--- config.mk ---
export PLATFORM = sky130hd
export DESIGN_NAME = veda_imem
export DESIGN_NICKNAME = d
export VERILOG_FILES = /design/src/rtl/veda_pkg.sv /design/src/rtl/veda_imem_array.sv /design/src/rtl/veda_imem.sv
export SDC_FILE = /design/constraint.sdc
export NUM_CORES = 1
export LEC_CHECK = 0
export ABC_CLOCK_PERIOD_IN_PS = 5400
export BUFFER_PORTS_ARGS = -buffer_cell sky130_fd_sc_hd__buf_2
export CORE_MARGIN = 2
export CORE_UTILIZATION = 25
export CTS_CLUSTER_DIAMETER = 80
export CTS_CLUSTER_SIZE = 40
export DETAILED_ROUTE_END_ITERATION = 10
export PLACE_DENSITY = 0.38
export REMOVE_ABC_BUFFERS = 1
export SETUP_SLACK_MARGIN = 0.15
export SYNTH_ARGS = -nofsm -noshare
export SYNTH_HDL_FRONTEND = slang
export SYNTH_SLANG_ARGS = --single-unit
export TNS_END_PERCENT = 10
--- constraint.sdc ---
create_clock -name clk -period 5.4 [get_ports clk]
set_input_delay 0.81 -clock clk [delete_from_list [all_inputs] [get_ports clk]]
set_output_delay 0.81 -clock clk [all_outputs]
set_load 0.1 [all_outputs]
--- src/rtl/veda_pkg.sv ---
// Shared types and default sizes for the veda instruction memory.
package veda_pkg;

    localparam int DEFAULT_DATA_W = 32;
    localparam int DEFAULT_DEPTH  = 32;

    typedef enum logic [1:0] {
        CLEAR = 2'd0,
        IDLE  = 2'd1,
        LOAD  = 2'd2,
        RUN   = 2'd3
    } state_t;

endpackage

--- src/rtl/veda_imem_array.sv ---
// Instruction storage: one write port, one synchronous read port, no reset.
module veda_imem_array #(
    parameter int DATA_W = 32,
    parameter int DEPTH  = 32,
    parameter int ADDR_W = $clog2(DEPTH)
) (
    input  logic              clk,
    input  logic              wr_en,
    input  logic [ADDR_W-1:0] wr_addr,
    input  logic [DATA_W-1:0] wr_data,
    input  logic [ADDR_W-1:0] rd_addr,
    output logic [DATA_W-1:0] rd_data
);

    logic [DATA_W-1:0] mem [DEPTH];

    always_ff @(posedge clk) begin
        if (wr_en) begin
            mem[wr_addr] <= wr_data;
        end
    end

    always_ff @(posedge clk) begin
        rd_data <= mem[rd_addr];
    end

endmodule

--- src/rtl/veda_imem.sv ---
// Loadable instruction memory: zeroes itself, accepts a program stream,
// then serves single-cycle-latency fetches with out-of-program faulting.
module veda_imem
    import veda_pkg::*;
#(
    parameter int DATA_W = DEFAULT_DATA_W,
    parameter int DEPTH  = DEFAULT_DEPTH,
    parameter int ADDR_W = $clog2(DEPTH)
) (
    input  logic              clk,
    input  logic              reset,
    input  logic              mode,
    input  logic              clear,
    input  logic              ld_valid,
    input  logic [DATA_W-1:0] ld_data,
    output logic              ld_ready,
    input  logic              fetch_req,
    input  logic [ADDR_W-1:0] fetch_addr,
    output logic              fetch_valid,
    output logic [DATA_W-1:0] fetch_data,
    output logic              fetch_fault,
    output logic [ADDR_W:0]   prog_len,
    output logic              ld_full,
    output logic              busy,
    output state_t            dbg_state
);

    localparam logic [ADDR_W:0]   DEPTH_L = (ADDR_W + 1)'(DEPTH);
    localparam logic [ADDR_W-1:0] LAST    = ADDR_W'(DEPTH - 1);

    state_t            state;
    logic [ADDR_W-1:0] clr_ptr;
    logic [ADDR_W:0]   wr_ptr;
    logic              hit_q;
    logic              load_hs;
    logic              in_range;
    logic              mem_we;
    logic [ADDR_W-1:0] mem_waddr;
    logic [DATA_W-1:0] mem_wdata;
    logic [DATA_W-1:0] rd_data;

    // Load handshake: a word transfers on a rising edge where ld_valid and
    // ld_ready are both 1; ld_ready never depends on ld_valid, and a clear
    // in the same cycle cancels the transfer.
    assign ld_ready  = (state == LOAD) && (wr_ptr < DEPTH_L);
    assign load_hs   = ld_valid && ld_ready && !clear;
    assign in_range  = ({1'b0, fetch_addr} < prog_len);
    assign ld_full   = (wr_ptr == DEPTH_L);
    assign busy      = (state == CLEAR);
    assign dbg_state = state;

    // The read port registers every cycle; hit_q masks it so that idle and
    // faulting responses read as zero.
    assign fetch_data = rd_data & {DATA_W{hit_q}};

    always_comb begin
        mem_we    = 1'b0;
        mem_waddr = clr_ptr;
        mem_wdata = '0;
        if (reset) begin
            if (state == CLEAR) begin
                mem_we = 1'b1;
            end else if (load_hs) begin
                mem_we    = 1'b1;
                mem_waddr = wr_ptr[ADDR_W-1:0];
                mem_wdata = ld_data;
            end
        end
    end

    always_ff @(posedge clk) begin
        if (!reset) begin
            state       <= CLEAR;
            clr_ptr     <= '0;
            wr_ptr      <= '0;
            prog_len    <= '0;
            fetch_valid <= 1'b0;
            fetch_fault <= 1'b0;
            hit_q       <= 1'b0;
        end else begin
            fetch_valid <= 1'b0;
            fetch_fault <= 1'b0;
            hit_q       <= 1'b0;
            if (clear && state != CLEAR) begin
                state    <= CLEAR;
                clr_ptr  <= '0;
                wr_ptr   <= '0;
                prog_len <= '0;
            end else begin
                case (state)
                    CLEAR: begin
                        clr_ptr <= clr_ptr + 1'b1;
                        if (clr_ptr == LAST) begin
                            state <= IDLE;
                        end
                    end
                    IDLE: begin
                        if (mode) begin
                            state <= RUN;
                        end else begin
                            state    <= LOAD;
                            wr_ptr   <= '0;
                            prog_len <= '0;
                        end
                    end
                    LOAD: begin
                        if (load_hs) begin
                            wr_ptr   <= wr_ptr + 1'b1;
                            prog_len <= prog_len + 1'b1;
                        end
                        if (mode) begin
                            state <= RUN;
                        end
                    end
                    RUN: begin
                        if (!mode) begin
                            state    <= LOAD;
                            wr_ptr   <= '0;
                            prog_len <= '0;
                        end else if (fetch_req) begin
                            fetch_valid <= 1'b1;
                            fetch_fault <= !in_range;
                            hit_q       <= in_range;
                        end
                    end
                    default: state <= CLEAR;
                endcase
            end
        end
    end

    veda_imem_array #(
        .DATA_W(DATA_W),
        .DEPTH (DEPTH),
        .ADDR_W(ADDR_W)
    ) u_array (
        .clk    (clk),
        .wr_en  (mem_we),
        .wr_addr(mem_waddr),
        .wr_data(mem_wdata),
        .rd_addr(fetch_addr),
        .rd_data(rd_data)
    );

endmodule
# Word-level counts from Yosys, hierarchy flattened
# Memories as Yosys holds them, arrays and structs flattened. A register that Yosys moved wholly into a read port is not among the register bits.
# Cells that the tools add are included.
# word_totals
register_bits	22
output_inout_bits	45
word_cells	65
mem_bits_rw	1024
n_memories	1
# mem_list
memory	depth	width	rd	rd_ports_with_merged_regs	write_ports	line	source
u_array.mem	32	32	1	1	1	veda_imem_array.sv:15	logic [DATA_W-1:0] mem [DEPTH];
# op_classes
reduce_logical	15
mux	22
n_eq_ne	10
order_cmp	2
n_addsub	3
bitwise_logic	5
# op_table
cell	n
two-way mux 32 bit	3
bitwise AND 32 bit	1
one-hot mux 6 bit (2 select lines)	2
two-way mux 6 bit	3
two-way mux 5 bit	3
adder 6 x 1 -> 6 bit (second input constant)	2
!= test 2 bit (second input constant)	4
one-hot mux 2 bit (4 select lines)	1
two-way mux 1 bit	7
== test 6 bit (second input constant)	1
< comparator 5 x 6 -> 1 bit	1
< comparator 6 bit (second input constant)	1
two-way mux 2 bit	3
AND reduction 3 bit	2
adder 5 x 1 -> 5 bit (second input constant)	1
== test 5 bit (second input constant)	1
OR reduction 5 bit	1
== test 2 bit (second input constant)	2
logical AND 1 bit	4
inverter 1 bit	4
nonzero test 2 bit	2
OR reduction 2 bit	2
OR reduction 4 bit	1
== test 2 x 1 -> 1 bit (second input constant)	1
3 further kinds	4

# Depth between registers and ports, before layout
# depth
depth_word	9
depth_mapped	9

# Hierarchy
# From an unflattened synthesis, not the netlist that was laid out.
# hier_totals
hier_cells	2468
area_unflattened_um2	42116.6
# by_module_without_submodules
mod	cells_per_inst	seq_area_each_um2	n_inst	area_per_inst_um2
veda_imem_array	2260	31390.1	1	40487.6
veda_imem	208	440.4	1	1629.1

# Worst setup path before layout
# OpenSTA, ideal clock, no wires.
# synth_path
kind	reg2reg
start	register state[0], in the netlist dbg_state[0]
end	memory u_array.mem[12][0] (enable)
path_stages_with_launch	7
setup_slack_ns	1.061
t_required_ns	4.979
setup_time_ns	0.421
arrival_time_ns	3.918
cell_sequence	dfxtp_1 buf_2 nor2_2 nand2_1 nor3_1 a31oi_1 nor2_1
# synth_between
word_cells_on_any_way	13
# synth_rtl
item	line	source
from (decl)	veda_imem.sv:31	state_t state;
from (signal assigned)	veda_imem.sv:73	state <= CLEAR;
from (signal assigned)	veda_imem.sv:85	state <= CLEAR;
from (signal assigned)	veda_imem.sv:94	state <= IDLE;
logical NOT 2 bit (*)	-	
net busy	veda_imem.sv:24	output logic busy,
two-way mux 1 bit	veda_imem.sv:61	if (state == CLEAR) begin
two-way mux 1 bit	veda_imem.sv:60	if (reset) begin
two-way mux 1 bit	veda_imem_array.sv:18	if (wr_en) begin
two-way mux 1 bit (implied by the code)	veda_imem_array.sv:19	mem[wr_addr] <= wr_data;
to (decl)	veda_imem_array.sv:15	
# The timed path passes the listed nets; every way through them passes the cells marked *.

# Worst setup path in the final report
# layout_path
start	register state[0], in the netlist dbg_state[0]
end	memory u_array.mem[13][20] (enable)
# layout_between
elab_chain_cells	9
word_cells_on_any_way	13
# layout_lines
item	line	source
== test 2 bit	veda_imem.sv:45	assign ld_ready = (state == LOAD) && (wr_ptr < DEPTH_L);
logical AND 1 bit	veda_imem.sv:45	
logical AND 1 bit (2 in series)	veda_imem.sv:46	assign load_hs = ld_valid && ld_ready && !clear;
two-way mux 1 bit	veda_imem.sv:63	end else if (load_hs) begin
two-way mux 1 bit	veda_imem.sv:61	
two-way mux 1 bit	veda_imem.sv:60	
two-way mux 1 bit	veda_imem_array.sv:18	
two-way mux 1 bit (implied by the code)	veda_imem_array.sv:19	
# Several ways; a longest one is shown, not always the timed one.

==> results.txt <==
outcome: completed
die span in y: 412.8 µm
# resized after CTS: 0
post-synthesis async set-or-reset flop share: 0
TritonCTS clock tree: built
Initial DRC Count: 1,744
final hold violation count: 0
CP Capture Type: register
crit path time final: 3.754 ns
Synth Area in Compound Gates: 0.04540
Mapped Cells: 2,243
period utilisation layout: 0.6952
CTS Hold Bufs: 0
first-pass GRT wire length: 171.8 mm
initial antenna violation count: 8
vias per cell: 4.538
CTS Sinks: 1,078
Synth Area in XOR/XNOR: 0.001887
P&R area growth vs syn: 14.07%
register area share after synthesis: 0.7619
largest fanout on the critical path: 20
worst path required time: 5.81 ns
Detailed Place HPWL: 72.70 mm
critical path launch point type: register
fin util: 0.2860
Synth cell types: 46
mean post-synth cell area: 18.63 µm²
Synth Area in Adders: 0.002695
PD cells: 320.1 nW/µm²
RSZ-0062 raised after global routing: no
simple-gate share of the synthesized area: 0.05513
CTS max path bufs: 3
number of synthesized register bits: 1,078
register-to-register setup slack: 1.65 ns
hold crit path type: in -> reg
largest net degree at the start of global routing: 75
Crit path arrival time: 4.16 ns
most common cell after layout, fill and taps aside: edfxtp_1
filler cell count: 16,500
Pwr Total: 15.26 mW
mux cell area share after synthesis: 0.1150
All-Layer GR Usage: 0.1428
starting density of the core: 0.2507
layout cells sized above 1: 0.2043
via count: 20,900
Wirelength per Cell: 26.62 µm
Clock Skews: 0.04759 ns
most frequent cells in the layout: 1,024 x edfxtp_1, 192 x mux2i_1, 134 x nor2b_1
Least-Margin Pin Slew: 1.295 ns
TritonCTS buffer count: 55
core area: 166,700 µm²
Detail Route Antenna Nets: 0
gr ovfl total: 0
design area: 47,660 µm²
Worst Hold Slack: 0.4486 ns
EDFF count, synth: 1,024
die width: 412.8 µm
I/O pins: 88
Pre-antenna DRT Iters: 5
routability cong.: 0.7494
IO Port Bufs: 87
mapped cell area: 41,780 µm²
relative slew slack: 0.1346
CTS root buf: clkbuf_16
main combinational cell family by area after synthesis: multiplexers
setup TNS: 0 ns
Peak VDD IR: 225.2 µV
upper clock frequency limit: 266.4 MHz
Layout Nets: 2,405
Post-CTS Setup Bufs: 0
max-cap violation count: 0
clock slew at reported path FFs: 0.11 ns
warning count from the yosys run: 0
cell area after placement: 45,410 µm²
Final Max Slew Viols: 0
number of setup violations in the final report: 0
leakage: 17.20 nW
die area: 170,400 µm²
vias in the first global route: 21,640
Worst-Skew Late Latency: 0.72 ns
# DRC: 0
H-tree depth: 2
# rows: 150
crit path kind: reg -> reg
Synth Flop Type: edfxtp_1
WL final: 122.5 mm
-- report_power, final --
group	total [mW]	switching, mW	internal, mW
registers	9.11	0.0329	9.08
clock network	5.55	3.26	2.28
logic	0.594	0.400	0.193
total	15.3	3.70	11.6
-- cell families (layout without fill, tap and decap cells) --
family	Yosys count	in the layout
compound gates	288	288
flops	1078	1078
buf+inv	139	295
other cells	0	1
mux	320	320
xor+xnor	9	9
fa+ha+maj	9	9
simple gates	400	400
-- stage by stage --
step	setup WS [ns]	std cells
after floorplan	1.113	2115
after CTS	1.680	4603
after global placement	1.348	4500
final	1.646	4604
after detailed placement	1.415	4500
after global routing	1.469	4603
-- per-layer routing --
layer,GRT usage,vias to the layer above,share of wire,wire (µm)
met2,0.2415,434,0.49,59930
met4,0.02765,2,0.017,2025
li1,-,9189,-,-
met1,0.1978,11170,0.46,56170
met3,0.01686,100,0.036,4409
met5,0,-,0.000073,9
-- final cells by class --
type                    instances  area (µm²)  share of cell area
diodes                          1       2.502          0.00005251
clock buffers                  57        1426             0.02993
clock inverters                46       822.0             0.01725
inverters                      11       41.29           0.0008664
multi-input cells            1026        9503              0.1994
flip-flops and latches       1078       31830              0.6679
well taps                    2204        2758             0.05786
repair buffers                181        1274             0.02673
-- state kept, by name (all words and copies together) (netlist names) --
register and cells:
fetch_valid 1, u_array.mem 1024, clr_ptr 5, fetch_fault 1, prog_len 6, u_array.rd_data 32, hit_q 1, dbg_state 2
wr_ptr 6
-- critical path: stages, from the launching register on --
cell,delay [ns]
dfxtp_1,0.46
nand4bb_2,0.40
nor2_2,0.63
a41oi_1,0.56
nor2_4,1.08
buf_4,0.33
-- final timing paths --
| check | start | endpoint | cells past startpoint |
|---|---|---|---|
| hold / removal | reset | dbg_state[1] | 3 |
| hold reg to reg | wr_ptr[5] | wr_ptr[5] | 2 |
| setup reg to reg | dbg_state[0] | u_array.mem[13][20] | 5 |
| setup / recovery | dbg_state[0] | u_array.mem[13][20] | 5 |
-- Yosys cell counts, drive strengths merged, types with 3 or more instances --
master | n | area (µm²)
nand2b | 4 | 25.02
ha | 9 | 112.6
o21ai | 4 | 20.01
a21oi | 138 | 780.8
edfxtp | 1024 | 30750
and3 | 37 | 231.5
nor4b | 3 | 26.28
nand3 | 68 | 340.3
inv | 11 | 41.29
nor2b | 137 | 857.1
mux2i | 192 | 1922
xnor2 | 4 | 35.03
nor3 | 5 | 25.02
mux4 | 128 | 2883
a31oi | 6 | 37.54
xor2 | 5 | 43.79
clkbuf | 58 | 221.5
a22oi | 66 | 495.5
a211oi | 67 | 503.0
nand4 | 37 | 231.5
dfxtp | 54 | 1081
nand2 | 12 | 45.04
and2 | 33 | 206.5
buf | 70 | 490.5
nor2 | 54 | 222.7
No activity file was read; power rests on OpenSTA's default activity.
